[config.mk]
export PLATFORM = sky130hd
export DESIGN_NAME = exec_sequencer_flat
export DESIGN_NICKNAME = d
export VERILOG_FILES = /design/src/rtl/exec_seq_pkg.sv /design/src/rtl/exec_seq_if.sv /design/src/rtl/tick_gen.sv /design/src/rtl/exec_sequencer.sv /design/src/flat_wrapper.sv
export SDC_FILE = /design/constraint.sdc
export NUM_CORES = 1
export LEC_CHECK = 0
export BUFFER_PORTS_ARGS = -buffer_cell sky130_fd_sc_hd__clkbuf_2
export CELL_PAD_IN_SITES_DETAIL_PLACEMENT = 1
export CELL_PAD_IN_SITES_GLOBAL_PLACEMENT = 2
export CORE_MARGIN = 2
export CORE_UTILIZATION = 35
export DETAILED_ROUTE_END_ITERATION = 10
export MAX_ROUTING_LAYER = met4
export PLACE_DENSITY = 0.89
export SLEW_MARGIN = 20
export SYNTH_ARGS = -nofsm -noshare
export SYNTH_HDL_FRONTEND = slang
export SYNTH_SLANG_ARGS = --single-unit
[constraint.sdc]
create_clock -name clk -period 4.3 [get_ports clk]
set_input_delay 0.215 -clock clk [delete_from_list [all_inputs] [get_ports clk]]
set_output_delay 0.215 -clock clk [all_outputs]
set_load 0.02 [all_outputs]
[src/rtl/exec_seq_pkg.sv]
// exec_seq_pkg: shared types and constants for the execution sequencer.
//   seq_state_t : FSM state encoding, also shown on the display (state_o)
//   HALT_OP     : opcode that stops execution without committing
//   OPC_MSB/LSB : opcode field position inside the 12-bit instruction
package exec_seq_pkg;

  typedef enum logic [2:0] {
    IDLE = 3'd0,
    STEP = 3'd1,
    RUN  = 3'd2,
    HALT = 3'd3
  } seq_state_t;

  localparam logic [2:0] HALT_OP = 3'b110;
  localparam int         OPC_MSB = 11;
  localparam int         OPC_LSB = 9;

endpackage

[src/rtl/exec_seq_if.sv]
// exec_seq_if: request/status bundle between the button front end and the
// execution sequencer.
//   step_pulse, run_pulse, pause_pulse : one-cycle request pulses
//   load_busy                          : level, external memory load active
//   instr                              : instruction addressed by the control unit
//   exec_en                            : one-cycle commit strobe to the control unit
//   running, halted, state_o, exec_count : display status
//
// Handshake: there is no valid/ready pair. A request pulse is consumed on the
// clock edge where it is high and is never held or queued; a pulse that the
// current state does not accept (or that arrives while load_busy=1) is dropped.
// exec_en is a fire-and-forget strobe: the receiver must commit on every cycle
// it is high, and it is never high on two consecutive cycles.
interface exec_seq_if #(
  parameter int CNT_W = 8
);
  logic             step_pulse;
  logic             run_pulse;
  logic             pause_pulse;
  logic             load_busy;
  logic [11:0]      instr;
  logic             exec_en;
  logic             running;
  logic             halted;
  logic [2:0]       state_o;
  logic [CNT_W-1:0] exec_count;

  // Button/control side.
  modport master (
    output step_pulse, run_pulse, pause_pulse, load_busy, instr,
    input  exec_en, running, halted, state_o, exec_count
  );

  // Sequencer side.
  modport slave (
    input  step_pulse, run_pulse, pause_pulse, load_busy, instr,
    output exec_en, running, halted, state_o, exec_count
  );
endinterface

[src/rtl/tick_gen.sv]
// tick_gen: free-running divider producing a one-cycle tick every TICK_DIV
// clock cycles.
//   clk, reset : system clock, synchronous active-high reset
//   clr        : restart the count so the next tick is TICK_DIV cycles away
//   tick       : high while the count sits at TICK_DIV-1
module tick_gen #(
  parameter int TICK_DIV = 100_000_000
) (
  input  logic clk,
  input  logic reset,
  input  logic clr,
  output logic tick
);

  localparam int             W    = $clog2(TICK_DIV);
  localparam logic [W-1:0]   LAST = W'(TICK_DIV - 1);

  logic [W-1:0] count_q;

  always_ff @(posedge clk) begin
    if (reset || clr) begin
      count_q <= '0;
    end else if (count_q == LAST) begin
      count_q <= '0;
    end else begin
      count_q <= count_q + 1'b1;
    end
  end

  assign tick = (count_q == LAST);

endmodule

[src/rtl/exec_sequencer.sv]
// exec_sequencer: turns debounced step/run/pause pulses into single-cycle
// exec_en strobes on the system clock, stopping on a HALT opcode.
//   clk, reset : system clock, synchronous active-high reset
//   bus        : exec_seq_if slave (requests in, strobe and status out)
// Parameters: TICK_DIV cycles per run-mode tick (>= 2), CNT_W count width.
module exec_sequencer
  import exec_seq_pkg::*;
#(
  parameter int TICK_DIV = 100_000_000,
  parameter int CNT_W    = 8
) (
  input  logic        clk,
  input  logic        reset,
  exec_seq_if.slave   bus
);

  seq_state_t       state_q, state_d;
  logic             strobe_d;
  logic             div_clr;
  logic             tick;
  logic [2:0]       opcode;
  logic             exec_en_q;
  logic             running_q;
  logic             halted_q;
  logic [CNT_W-1:0] cnt_q;
  logic             unused_instr_bits;

  assign opcode            = bus.instr[OPC_MSB:OPC_LSB];
  assign unused_instr_bits = ^bus.instr[OPC_LSB-1:0];

  tick_gen #(
    .TICK_DIV (TICK_DIV)
  ) u_tick_gen (
    .clk   (clk),
    .reset (reset),
    .clr   (div_clr),
    .tick  (tick)
  );

  // Next-state and strobe decision. Pause and load_busy take priority over a
  // coincident tick, so neither can let a strobe slip out.
  always_comb begin
    state_d  = state_q;
    strobe_d = 1'b0;
    div_clr  = 1'b0;

    case (state_q)
      IDLE: begin
        if (!bus.load_busy) begin
          if (bus.run_pulse) begin
            state_d = RUN;
          end else if (bus.step_pulse) begin
            state_d = STEP;
          end
        end
      end

      STEP: begin
        if (bus.load_busy || bus.pause_pulse) begin
          state_d = IDLE;
        end else if (tick) begin
          if (opcode == HALT_OP) begin
            state_d = HALT;
          end else begin
            strobe_d = 1'b1;
            state_d  = IDLE;
          end
        end
      end

      RUN: begin
        if (bus.load_busy || bus.pause_pulse) begin
          state_d = IDLE;
        end else if (tick) begin
          if (opcode == HALT_OP) begin
            state_d = HALT;
          end else begin
            strobe_d = 1'b1;
          end
        end
      end

      HALT: begin
        state_d = HALT;
      end

      default: begin
        state_d = IDLE;
      end
    endcase

    // Restart the divider on entry so the first tick is a full period away.
    div_clr = ((state_d == RUN)  && (state_q != RUN)) ||
              ((state_d == STEP) && (state_q != STEP));
  end

  // State and registered outputs. The counter follows the registered strobe,
  // so a new count is visible one cycle after exec_en.
  always_ff @(posedge clk) begin
    if (reset) begin
      state_q   <= IDLE;
      exec_en_q <= 1'b0;
      running_q <= 1'b0;
      halted_q  <= 1'b0;
      cnt_q     <= '0;
    end else begin
      state_q   <= state_d;
      exec_en_q <= strobe_d;
      running_q <= (state_d == RUN);
      halted_q  <= (state_d == HALT);
      if (exec_en_q && (cnt_q != '1)) begin
        cnt_q <= cnt_q + 1'b1;
      end
    end
  end

  assign bus.exec_en    = exec_en_q;
  assign bus.running    = running_q;
  assign bus.halted     = halted_q;
  assign bus.state_o    = state_q;
  assign bus.exec_count = cnt_q;

endmodule

[src/flat_wrapper.sv]
// flat-port wrapper written by rule: the top's interface ports become plain ports
module exec_sequencer_flat import exec_seq_pkg::*;
#(
  parameter int TICK_DIV = 100_000_000,
  parameter int CNT_W    = 8
)
  (clk, reset, bus_step_pulse, bus_run_pulse, bus_pause_pulse, bus_load_busy, bus_instr, bus_exec_en, bus_running, bus_halted, bus_state_o, bus_exec_count);
  exec_seq_if #(.CNT_W(CNT_W)) bus_i ();
  input  logic clk;
  input  logic reset;
  input wire logic [$bits(bus_i.step_pulse)-1:0] bus_step_pulse;
  input wire logic [$bits(bus_i.run_pulse)-1:0] bus_run_pulse;
  input wire logic [$bits(bus_i.pause_pulse)-1:0] bus_pause_pulse;
  input wire logic [$bits(bus_i.load_busy)-1:0] bus_load_busy;
  input wire logic [$bits(bus_i.instr)-1:0] bus_instr;
  output wire logic [$bits(bus_i.exec_en)-1:0] bus_exec_en;
  output wire logic [$bits(bus_i.running)-1:0] bus_running;
  output wire logic [$bits(bus_i.halted)-1:0] bus_halted;
  output wire logic [$bits(bus_i.state_o)-1:0] bus_state_o;
  output wire logic [$bits(bus_i.exec_count)-1:0] bus_exec_count;
  assign bus_i.step_pulse = bus_step_pulse;
  assign bus_i.run_pulse = bus_run_pulse;
  assign bus_i.pause_pulse = bus_pause_pulse;
  assign bus_i.load_busy = bus_load_busy;
  assign bus_i.instr = bus_instr;
  assign bus_exec_en = bus_i.exec_en;
  assign bus_running = bus_i.running;
  assign bus_halted = bus_i.halted;
  assign bus_state_o = bus_i.state_o;
  assign bus_exec_count = bus_i.exec_count;
  exec_sequencer #(.TICK_DIV(TICK_DIV), .CNT_W(CNT_W)) u_core (.clk(clk), .reset(reset), .bus(bus_i));
endmodule
# After elaboration in Yosys (flattened, before gate mapping)
# Index checks and enable logic that the tools add are counted.
[totals]
reg_bits = 41
input_bits = 18
[classes]
bitwise = 2
n_reduce_logical = 10
muxes = 11
n_eq_ne = 11
add_sub_neg = 2
[op_table]
columns = ["operator", "n"]
rows = [
  ["adder 27 x 1 -> 27 bit, second input constant", 1],
  ["equality test 27 bit, second input constant", 1],
  ["two-way mux 3 bit", 8],
  ["equality test 3 x 2 -> 1 bit, second input constant", 4],
  ["case mux 3 bit (4 select lines)", 1],
  ["adder 8 x 1 -> 8 bit, second input constant", 1],
  ["inequality test 8 bit, second input constant", 1],
  ["equality test 3 x 1 -> 1 bit, second input constant", 2],
  ["OR reduction 2 bit", 2],
  ["OR reduction 4 bit", 1],
  ["equality test 3 bit, second input constant", 1],
  ["logical AND 1 bit", 3],
  ["logical NOT 3 bit", 1],
  ["logical OR 1 bit", 3],
  ["inequality test 3 x 1 -> 1 bit, second input constant", 1],
  ["inequality test 3 x 2 -> 1 bit, second input constant", 1],
  ["two-way mux 2 bit", 1],
  ["NOT 1 bit", 2],
  ["two-way mux 1 bit", 1],
]

# Longest topological paths before layout
# Gate-level depths: netlist of the first run.
[logic_depth]
depth_word = 10
mapped_depth = 8
depth_no_buf = 6

# Cells and area by module
# From an unflattened synthesis of the first run, not the netlist that was laid out.
[unflattened]
cells_unflattened = 229
area_unflattened_um2 = 2039.5
[by_module_without_submodules]
columns = ["module", "area_each_um2", "n_inst", "cells_per_inst"]
rows = [
  ["tick_gen", 1410.1, 1, 157],
  ["exec_sequencer", 629.4, 1, 72],
]

# Least setup slack after synthesis of the first run
# OpenSTA, ideal clock, no wires.
[synth_timing]
kind = "flip-flop to flip-flop"
from = "register u_core.u_tick_gen.count_q[0]"
to = "register u_core.running_q, in the netlist u_core.bus.running"
synth_period_minus_slack_ns = 1.925
required_ns = 4.242
setup_slack_ns = 2.375
arrival_ns = 1.867
path_stages_with_launch = 7
path_cell_list = "dfxtp_1 -> ha_1 -> nand4_1 -> or2_1 -> or4_4 -> a211oi_2 -> and2b_1"
[synth_via]
elab_chain_cells = 5
word_cells_on_any_way = 7
classes_between = "2 x eq/ne; 5 x mux"
[synth_lines]
columns = ["element", "line_no", "rtl"]
rows = [
  ["from (decl)", "tick_gen.sv:18", "logic [W-1:0] count_q;"],
  ["from (signal assigned)", "tick_gen.sv:26", "count_q <= count_q + 1'b1;"],
  ["equality test 27 bit *", "tick_gen.sv:30", "assign tick = (count_q == LAST);"],
  ["two-way mux 3 bit, on equally long branches", "exec_sequencer.sv:74, exec_sequencer.sv:61", ""],
  ["two-way mux 3 bit, on equally long branches", "exec_sequencer.sv:72, exec_sequencer.sv:59", ""],
  ["case mux 3 bit (4 select lines) *", "exec_sequencer.sv:47", "case (state_q)"],
  ["equality test 3 x 2 -> 1 bit *", "exec_sequencer.sv:109", "running_q <= (state_d == RUN);"],
  ["to (signal assigned)", "exec_sequencer.sv:109", ""],
  ["to (decl)", "exec_sequencer.sv:23", "logic running_q;"],
]
# Every way passes the cells marked *; elsewhere a longest branch is shown, timed or not.
# A chain may end at the register's enable or synchronous reset.

# Final worst setup path of the first run
[layout_timing]
from = "register u_core.u_tick_gen.count_q[0]"
to = "register u_core.u_tick_gen.count_q[20]"
[layout_via]
elab_chain_cells = 9
word_cells_on_any_way = 14
classes_between = "1 x add/sub; 3 x eq/ne; 5 x mux; 5 x reduce/logical"
[layout_lines]
columns = ["element", "line_no", "rtl"]
rows = [
  ["equality test 27 bit", "tick_gen.sv:23, tick_gen.sv:30", ""],
  ["two-way mux 3 bit, on equally long branches", "exec_sequencer.sv:74, exec_sequencer.sv:61", ""],
  ["two-way mux 3 bit, on equally long branches", "exec_sequencer.sv:72, exec_sequencer.sv:59", ""],
  ["case mux 3 bit (4 select lines)", "exec_sequencer.sv:47", ""],
  ["equality test 3 x 2 -> 1 bit / equality test 3 x 1 -> 1 bit (equally long branches)", "exec_sequencer.sv:93, exec_sequencer.sv:94", ""],
  ["logical AND 1 bit, on equally long branches", "exec_sequencer.sv:93, exec_sequencer.sv:94", ""],
  ["logical OR 1 bit", "exec_sequencer.sv:93", "div_clr = ((state_d == RUN) && (state_q != RUN)) ||"],
  ["logical OR 1 bit", "tick_gen.sv:21", "if (reset || clr) begin"],
  ["OR reduction 2 bit (no line)", "-", ""],
]
# Parallel ways exist; a longest one is shown, timed or not.

==> results of run 1 <==
[Yosys cell counts, drive strengths merged (2+ instances only)]
cell / number / area share [%]
nor2: 44 / 9.0
dfxtp: 41 / 45
xor2: 20 / 9.5
nand4: 13 / 4.4
nand2: 12 / 2.5
xnor2: 12 / 5.7
and3: 9 / 3.1
nand3: 9 / 2.5
nor4: 5 / 2.4
nor3: 4 / 1.1
and4: 3 / 1.4
buf: 3 / 0.82
clkbuf: 3 / 0.61
inv: 3 / 0.61
a211oi: 2 / 1.1
a21oi: 2 / 0.54
ha: 2 / 1.4
nor3b: 2 / 0.82
o21ai: 2 / 0.54
or3: 2 / 0.68
[per-layer routing]
| metal | track usage (%) | vias to the layer above | wire (um) |
|---|---|---|---|
| li1 | - | 758 | - |
| met3 | 4.62 | 6 | 136 |
| met4 | 4.36 | 0 | 48 |
| met1 | 17.7 | 732 | 1850 |
| met5 | - | - | 0 |
| met2 | 26.1 | 18 | 1960 |
[sequential cells by signal, summed over array words and instances (netlist names)]
register	count
u_core.bus.running	1
u_core.bus.halted	1
u_core.bus.exec_en	1
u_core.u_tick_gen.count_q	27
u_core.bus.state_o	3
u_core.bus.exec_count	8
[final cells by class]
class / count / area share, %
inverters: 3 / 0.530
repair buffers: 22 / 5.18
well taps: 70 / 4.12
flip-flops and latches: 41 / 38.6
clock inverters: 1 / 1.41
multi-input cells: 158 / 46.1
clock buffers: 7 / 4.06
[path summary, 6_finish.rpt]
check,from,to,slack (ps),depth (start not counted)
max reg2reg,u_core.u_tick_gen.count_q[0]$_SDFF_PP0_,u_core.u_tick_gen.count_q[20]$_SDFF_PP0_,1890,6
max,u_core.u_tick_gen.count_q[0]$_SDFF_PP0_,u_core.u_tick_gen.count_q[20]$_SDFF_PP0_,1890,6
min reg2reg,u_core.u_tick_gen.count_q[0]$_SDFF_PP0_,u_core.u_tick_gen.count_q[0]$_SDFF_PP0_,490,1
min,reset,u_core.bus.exec_count[7]$_SDFFE_PP0P_,270,2
[worst register-to-register path, stage by stage (launching register included)]
cell     delay [ps]
dfxtp_1         410
ha_1            270
nand4_1         170
or2_1           320
nor3_1          240
a211o_1         740
nor2_1          130
[kinds of logic (layout without fill, tap and decap cells)]
| group | count (synthesis) | count (layout) |
|---|---|---|
| AND/OR/NAND/NOR | 112 | 112 |
| AO/OA/AOI/OAI | 10 | 10 |
| other | 1 | 1 |
| multiplexers | 1 | 1 |
| XOR/XNOR | 32 | 32 |
| adder cells (fa/ha/maj) | 2 | 2 |
| buffers and inverters | 9 | 33 |
| flip-flops | 41 | 41 |
[power by group through the flow]
stage | registers (mW) | logic (mW) | clock network, mW
2_1_floorplan | 0.396 | 0.0149 | 0
3_3_place_gp | 0.396 | 0.0245 | 0
3_5_place_dp | 0.396 | 0.0254 | 0
4_1_cts | 0.387 | 0.0253 | 0.334
5_1_grt | 0.388 | 0.0283 | 0.355
6_report | 0.387 | 0.0244 | 0.324
[layout by cell type, fill, tap and decap left out, types with 2 or more instances in the layout]
cell and n:
nor4_1 3, dfxtp_1 41, a21oi_1 2, clkbuf_2 22, clkbuf_8 6, nor3b_1 2, xor2_1 20, ha_1 2
and3_1 9, nand2_1 12, nor3_1 4, or3_1 2, nand3_1 9, inv_1 3, and4_1 3, nor4_2 2
nor2_1 44, xnor2_1 12, nand4_1 13, o21ai_0 2
==> impl_metrics.csv, run 1 <==
group,metric,value,unit
worst_setup_path,slowest_stage,"a211o_1",
timing,finalWorstSetupSlack,1890,ps
finish,diodes,0,
logic_synthesis,syn_area_per_cell,8.84,um2
logic_synthesis,synth.area.mux_share,0.545,%
logic_synthesis,synth_edf_count,0,
pwr,power_frac_seq,52.6,%
placement,hpwl,2.86,mm
finish,multi_input_area,980,um2
global_routing,grt_use_total,15.4,%
routing,wl,4.00,mm
logic_synthesis,synth-simple-area-share,32.1,%
routing,drc,0,
placement,post-place-cells,294,
global_routing,gr-total-overflow,0,
cts,cts_tree,"yes",
worst_setup_path,slowest_delay,740,ps
floorplan,io_pins,32,
cts,insertion_delay,300,ps
logic_synthesis,synth_nets,228,
floorplan,die_area,5850,um2
timing,period_needed,2410,ps
finish,stdcell_area,2130,um2
pwr,p_clk_share,44.1,%
cts,cts-resized-gates,0,
placement,dp_slack,1820,ps
global_routing,grt_antenna_before_repair,0,
timing,rsz0062_at_grt,"false",
outcome,status,"finished clean",
floorplan,rows,26,
worst_setup_path,cp.required,4460,ps
timing,slew_headroom,41.3,%
worst_setup_path,crit_chain,"ha_1 > nand4_1 > or2_1 > nor3_1 > a211o_1 > nor2_1",
logic_synthesis,synthAdderAreaFrac,1.36,%
timing,slew_viol_final,0,
finish,final_cell_count_no_fill,302,
routing,ant_nets,0,
logic_synthesis,ys_seq_area_share,44.7,%
logic_synthesis,yosysUniqueCellTypes,37,
pwr,p_leak,0.805,nW
worst_setup_path,crit_type,"flip-flop to flip-flop",
finish,area_delta_synth_final,15.7,%
cts,htree_levels,2,
logic_synthesis,synth_area,1840,um2
placement,placement.cell_area,2010,um2
cts,cts.clk_slew.worst_paths,80,ps
logic_synthesis,async_reset_ff_share,0,%
finish,finalNetCount,251,
worst_setup_path,cp.buffers_inverters,0,
pwr,sw_frac_of_total,21.1,%
run,max_cap_violations,0,
floorplan,die_h,76.5,um
timing,tightest_slew,881,ps
cts,cts_post_setup_buffers_inserted,0,
floorplan,core,5070,um2
logic_synthesis,synth-compound-area-share,3.81,%
pwr,intPower,0.581,mW
timing,hold_slack,268,ps
cts,ctsHoldBuffers,0,
placement,finalWeightedCongestion,0.748,
floorplan,start_util,36.2,%
worst_setup_path,start_kind,"flip-flop",
worst_setup_path,crit_arrival,2570,ps
timing,finalHoldViolations,0,
worst_setup_path,worst_path_dominant_cell_family,"simple AND/OR/NAND/NOR gates",
global_routing,grt_pass1_vias,1599,
pwr,combPwrFrac,3.3,%
pwr,p_sw,0.155,mW
finish,register_area,821,um2
logic_synthesis,synthCells,208,
floorplan,die_w,76.5,um
placement,portBuffers,22,
logic_synthesis,synthFlopType,"dfxtp_1",
cts,cts_max_path_buffers,2,
cts,numCtsBuffers,5,
logic_synthesis,synth_top_family_by_area,"simple AND/OR/NAND/NOR gates",
timing,setup-tns-final,0,ps
finish,n_fill_cell,649,
pwr,power.density,346,nW/um2
worst_hold_path,hold_class,"primary input to flip-flop",
global_routing,grt_max_degree,28,
timing,finalSetupViolCount,0,
timing,finalCritPeriodShare,56.1,%
pwr,ir_drop,128,uV
logic_synthesis,yosys_warnings,0,
timing,clock.fmax,0.415,GHz
worst_setup_path,worst_setup_path_end_kind,"flip-flop",
cts,cts.sinks,41,
pwr,p_total,0.736,mW
routing,drt_iter0_drc,69,
finish,fin_util,41.9,%
timing,skew,10.3,ps
worst_setup_path,cp_max_fo,27,
finish,drive_above_1_share,14.2,%
routing,via_count,1514,
routing,via_per_inst,5.01,
logic_synthesis,yosys_register_bits,41,
logic_synthesis,synthXorXnorAreaFrac,15.2,%
routing,drt_pass1_iterations,4,
global_routing,grt_pass1_wl,7.17,mm
routing,wl_per_cell,13.2,um
cts,clockRootBuffer,"clkbuf_8",
No activity file was read; power rests on OpenSTA's default activity.
==> run 2, diff against run 1 <==
CORE_UTILIZATION = 33   (was 35)
PLACE_DENSITY = 0.85   (was 0.89)
clock period = 2.26 ns   (was 4.3 ns; I/O delays follow)
==> run 2 against run 1 <==
Effect of this change: register-to-register slack worse by 1700 ps; hold slack got worse by 89 ps; sequential share of layout area fell by 0.54 points; clock power increased by 62%; power is 79% higher; non-clock buffer count up 4; clock skew decreased by 4.6 ps; first-iteration DRC count shrank 39%; die area increased by 5.7%; final area rose by 1.4%; critical path type unchanged.
==> impl_metrics.csv, run 2 (synthesis gave the netlist of run 1 again) <==
group,metric,value,unit
global_routing,grt_pass1_wl,6.82,mm
timing,skew,5.68,ps
floorplan,rows,27,
timing,finalSetupViolCount,0,
routing,wl,3.85,mm
routing,drt_pass1_iterations,4,
routing,via_count,1527,
routing,drt_iter0_drc,42,
cts,cts-resized-gates,0,
worst_setup_path,slowest_stage,"or4_4",
cts,cts_tree,"yes",
run,max_cap_violations,0,
worst_setup_path,worst-r2r-cell-count,6,
worst_setup_path,crit_chain,"ha_1 > nand4_1 > or2_1 > or4_4 > a211oi_2 > and2b_1",
timing,period_needed,2100,ps
floorplan,start_util,33.8,%
outcome,status,"finished clean",
worst_setup_path,cp.buffers_inverters,0,
worst_setup_path,crit_type,"flip-flop to flip-flop",
timing,rsz0062_at_grt,"false",
floorplan,die_area,6180,um2
cts,ctsHoldBuffers,0,
placement,finalWeightedCongestion,0.745,
finish,diodes,0,
cts,cts_post_setup_buffers_inserted,0,
worst_setup_path,r2r_slack,160,ps
finish,n_fill_cell,669,
worst_setup_path,cp.required,2500,ps
pwr,p_clk_share,40.0,%
global_routing,grt_max_degree,28,
cts,cts.sinks,41,
floorplan,core,5440,um2
finish,multi_input_area,980,um2
finish,area_delta_synth_final,17.3,%
worst_setup_path,worst_path_dominant_cell_family,"simple AND/OR/NAND/NOR gates",
pwr,p_total,1.31,mW
cts,numCtsBuffers,5,
placement,hpwl,2.77,mm
finish,register_area,821,um2
placement,portBuffers,22,
worst_setup_path,crit_cells,6,
pwr,ir_drop,224,uV
worst_setup_path,start_kind,"flip-flop",
finish,drive_above_1_share,16.1,%
timing,setup-tns-final,0,ps
pwr,p_sw,0.289,mW
timing,finalHoldViolations,0,
global_routing,grt_pass1_vias,1568,
pwr,sw_frac_of_total,22.0,%
global_routing,grt_antenna_before_repair,0,
cts,clockRootBuffer,"clkbuf_8",
pwr,power.density,610,nW/um2
finish,layout_common_cells,"44 x nor2_1, 41 x dfxtp_1, 22 x clkbuf_2, 20 x xor2_1, 13 x nand4_1",
floorplan,die_w,78.6,um
routing,ant_nets,0,
finish,largest_register_ff_count,27,
pwr,intPower,1.03,mW
cts,cts_max_path_buffers,2,
routing,wl_per_cell,12.5,um
global_routing,grt_use_total,14.1,%
finish,final_cell_count_no_fill,308,
worst_hold_path,holdPathEnd,"u_core.bus.exec_en$_SDFF_PP0_",
worst_setup_path,r2r-start,"u_core.u_tick_gen.count_q[0]$_SDFF_PP0_",
worst_setup_path,rr_endpoint,"u_core.bus.running$_SDFF_PP0_",
timing,clock.fmax,0.477,GHz
worst_setup_path,slowest_delay,500,ps
placement,post-place-cells,300,
worst_setup_path,cp_max_fo,5,
cts,htree_levels,2,
worst_setup_path,worst_setup_path_end_kind,"flip-flop",
worst_hold_path,hold_path_startpoint,"bus_pause_pulse",
timing,slew_viol_final,0,
pwr,power_frac_seq,56.0,%
worst_setup_path,crit_arrival,2340,ps
pwr,p_leak,0.827,nW
worst_hold_path,hold_class,"primary input to flip-flop",
cts,cts.clk_slew.worst_paths,80,ps
cts,insertion_delay,290,ps
routing,via_per_inst,4.96,
routing,drc,0,
timing,finalCritPeriodShare,92.8,%
floorplan,io_pins,32,
floorplan,die_h,78.6,um
global_routing,gr-total-overflow,0,
finish,regMostFlops,"u_core.u_tick_gen.count_q",
finish,finalNetCount,255,
finish,final_common_cell,"nor2_1",
worst_hold_path,worstHoldPathCells,3,
pwr,combPwrFrac,4.0,%
run 2: how the worst max path moves through the flow:
stage | from | endpoint | slack (ps)
after floorplan | u_core.u_tick_gen.count_q[0]$_SDFF_PP0_ | u_core.bus.running$_SDFF_PP0_ | 330
after global placement | u_core.u_tick_gen.count_q[0]$_SDFF_PP0_ | u_core.bus.running$_SDFF_PP0_ | 200
after detailed placement | u_core.u_tick_gen.count_q[0]$_SDFF_PP0_ | u_core.bus.running$_SDFF_PP0_ | 160
after CTS | u_core.u_tick_gen.count_q[0]$_SDFF_PP0_ | u_core.bus.running$_SDFF_PP0_ | 150
after global routing | u_core.u_tick_gen.count_q[0]$_SDFF_PP0_ | u_core.bus.running$_SDFF_PP0_ | 7
final | u_core.u_tick_gen.count_q[0]$_SDFF_PP0_ | u_core.bus.running$_SDFF_PP0_ | 160
run 2: worst reg2reg max path, cell delays in order (launching register included):
cell	delay, ps
dfxtp_1	400
ha_1	270
nand4_1	170
or2_1	320
or4_4	500
a211oi_2	240
and2b_1	150
run 2: final cells by class:
class | instances | share of cell area [%]
Multi-Input combinational cell | 158 | 45.4
Sequential cell | 41 | 38.1
Timing Repair Buffer | 26 | 7.08
Clock buffer | 7 | 4.47
Tap cell | 72 | 4.18
Inverter | 3 | 0.522
Clock inverter | 1 | 0.232
run 2: per-layer routing:
layer / global-route usage (%) / part of all wire [%]
met5: - / 0
met3: 3.79 / 3.3
met4: 4.74 / 0.96
met1: 16.1 / 48
met2: 23.9 / 48
run 2: metrics by stage:
stage	instance area [um2]	setup WS, ps	hold WS [ps]	utilization (%)
floorplan	1840	335	336	-
global placement	2050	205	457	37.8
detailed placement	2050	165	480	37.8
CTS	2160	151	170	39.6
global route	2160	7.04	211	39.6
finish	2160	163	178	39.6
run 2: power by group through the flow:
| stage | logic [mW] | registers, mW | clock network (mW) |
|---|---|---|---|
| 2_1_floorplan | 0.0284 | 0.754 | 0 |
| 3_3_place_gp | 0.0528 | 0.753 | 0 |
| 3_5_place_dp | 0.0541 | 0.753 | 0 |
| 4_1_cts | 0.0542 | 0.736 | 0.549 |
| 5_1_grt | 0.0592 | 0.737 | 0.582 |
| 6_report | 0.0527 | 0.736 | 0.526 |
==> run 3, diff against run 2 <==
PLACE_DENSITY = 0.87   (was 0.85)
==> run 3 against run 2 <==
Effect of this change: clock power rose by 8.2%; routed wire length up 0.86%; worst setup slack got worse by 3.5 ps.
==> impl_metrics.csv, run 3 (synthesis gave the netlist of run 1 again) <==
group,metric,value,unit
outcome,status,"finished clean",
routing,wl_per_cell,12.7,um
finish,area_delta_synth_final,17.6,%
worst_setup_path,r2r_slack,160,ps
pwr,power.density,628,nW/um2
timing,period_needed,2100,ps
worst_setup_path,start_kind,"flip-flop",
finish,drive_above_1_share,16.2,%
placement,dp_slack,131,ps
cts,cts.sinks,41,
cts,clockRootBuffer,"clkbuf_8",
pwr,p_sw,0.286,mW
cts,cts_tree,"yes",
timing,skew,5.87,ps
placement,hpwl,2.79,mm
worst_setup_path,worst_setup_path_end_kind,"flip-flop",
global_routing,grt_antenna_before_repair,0,
floorplan,io_pins,32,
worst_setup_path,cp.required,2500,ps
timing,setup-tns-final,0,ps
cts,htree_levels,2,
global_routing,grt_use_total,14.2,%
worst_setup_path,rr_endpoint,"u_core.bus.running$_SDFF_PP0_",
cts,insertion_delay,290,ps
pwr,p_clk_share,41.9,%
global_routing,grt_max_degree,28,
worst_setup_path,worst-r2r-cell-count,6,
worst_setup_path,cp-startpoint,"u_core.u_tick_gen.count_q[0]$_SDFF_PP0_",
timing,finalWorstSetupSlack,159,ps
timing,slew_viol_final,0,
timing,finalCritPeriodShare,93.0,%
floorplan,die_w,78.6,um
routing,via_count,1523,
finish,final_cell_count_no_fill,307,
routing,wl,3.89,mm
worst_setup_path,crit_arrival,2340,ps
pwr,p_leak,0.824,nW
floorplan,die_h,78.6,um
cts,ctsHoldBuffers,0,
finish,stdcell_area,2160,um2
routing,ant_nets,0,
placement,portBuffers,22,
global_routing,gr-total-overflow,0,
routing,drt_pass1_iterations,4,
finish,final_common_cell,"nor2_1",
worst_hold_path,hold_class,"primary input to flip-flop",
routing,drc,0,
floorplan,die_area,6180,um2
cts,cts_max_path_buffers,2,
pwr,intPower,1.07,mW
cts,numCtsBuffers,5,
floorplan,start_util,33.8,%
finish,layout_common_cells,"44 x nor2_1, 41 x dfxtp_1, 22 x clkbuf_2, 20 x xor2_1, 13 x nand4_1",
finish,n_fill_cell,650,
placement,post-place-cells,300,
floorplan,core,5440,um2
routing,drt_iter0_drc,20,
finish,largest_register_ff_count,27,
routing,via_per_inst,4.96,
pwr,combPwrFrac,3.8,%
global_routing,grt_pass1_wl,6.86,mm
timing,rsz0062_at_grt,"false",
worst_setup_path,r2r-start,"u_core.u_tick_gen.count_q[0]$_SDFF_PP0_",
pwr,power_frac_seq,54.3,%
timing,finalSetupViolCount,0,
finish,finalNetCount,255,
pwr,sw_frac_of_total,21.1,%
placement,placement.cell_area,2050,um2
run,max_cap_violations,0,
floorplan,rows,27,
pwr,p_total,1.36,mW
pwr,ir_drop,289,uV
placement,finalWeightedCongestion,0.728,
worst_setup_path,cp_max_fo,5,
cts,cts.clk_slew.worst_paths,80,ps
finish,regMostFlops,"u_core.u_tick_gen.count_q",
finish,diodes,0,
worst_setup_path,endpoint,"u_core.bus.running$_SDFF_PP0_",
timing,clock.fmax,0.476,GHz
timing,finalHoldViolations,0,
global_routing,grt_pass1_vias,1508,
worst_setup_path,crit_type,"flip-flop to flip-flop",
run 3: cell types whose count changed in the layout (fill, tap and decap cells not counted), sizes merged:
cell    change
bufinv      +1
clkbuf      -2
run 3: final cells by class:
| cell class | instances | area [um2] | share of cell area [%] |
|---|---|---|---|
| sequential | 41 | 821 | 38.0 |
| clock buffer | 5 | 68.8 | 3.18 |
| clock inverter | 2 | 35.0 | 1.62 |
| inverter | 3 | 11.3 | 0.521 |
| timing repair buffer | 26 | 153 | 7.06 |
| tap | 72 | 90.1 | 4.17 |
| multi-input combinational | 158 | 982 | 45.5 |
run 3: worst min path at each step:
stage	from	endpoint	slack (ps)	cells past startpoint
global placement	u_core.u_tick_gen.count_q[0]$_SDFF_PP0_	u_core.u_tick_gen.count_q[0]$_SDFF_PP0_	460	1
detailed placement	u_core.u_tick_gen.count_q[0]$_SDFF_PP0_	u_core.u_tick_gen.count_q[0]$_SDFF_PP0_	480	1
global route	reset	u_core.bus.exec_count[5]$_SDFFE_PP0P_	210	2
finish	bus_pause_pulse	u_core.bus.exec_en$_SDFF_PP0_	180	3
floorplan	bus_load_busy	u_core.bus.exec_en$_SDFF_PP0_	340	2
CTS	bus_pause_pulse	u_core.bus.exec_en$_SDFF_PP0_	170	3
run 3: repair_timing:
item	4_1_cts	5_1_grt
setup buffers	0	0
resized for setup	0	1
setup endpoints to repair	0	3
run 3: layer usage:
| metal | vias up | wire [um] | track usage, % | part of all wire (%) |
|---|---|---|---|---|
| met1 | 734 | 1800 | 16.6 | 46 |
| li1 | 764 | - | - | - |
| met3 | 6 | 138 | 4.14 | 3.6 |
| met2 | 19 | 1900 | 23.7 | 49 |
| met5 | - | 0 | - | 0 |
| met4 | 0 | 48 | 4.21 | 1.2 |
run 3: critical path, stage by stage (launching register included):
cell,delay (ps)
dfxtp_1,400
ha_2,240
nand4_1,170
or2_1,320
or4_4,500
a211oi_2,260
and2b_1,150
run 3: power groups by stage:
stage                     registers [mW]  logic, mW  clock network [mW]
after floorplan                    0.754     0.0284                   0
after global placement             0.753     0.0528                   0
after detailed placement           0.753     0.0531                   0
after CTS                          0.736     0.0532               0.591
after global routing               0.738     0.0591               0.616
final                              0.736     0.0520               0.569
run 3: metrics by stage:
stage | utilization, % | hold slack (ps)
6_report | 39.7 | 184
5_1_grt | 39.7 | 210
4_1_cts | 39.7 | 174
3_5_place_dp | 37.8 | 480
3_3_place_gp | 37.8 | 457
2_1_floorplan | - | 336
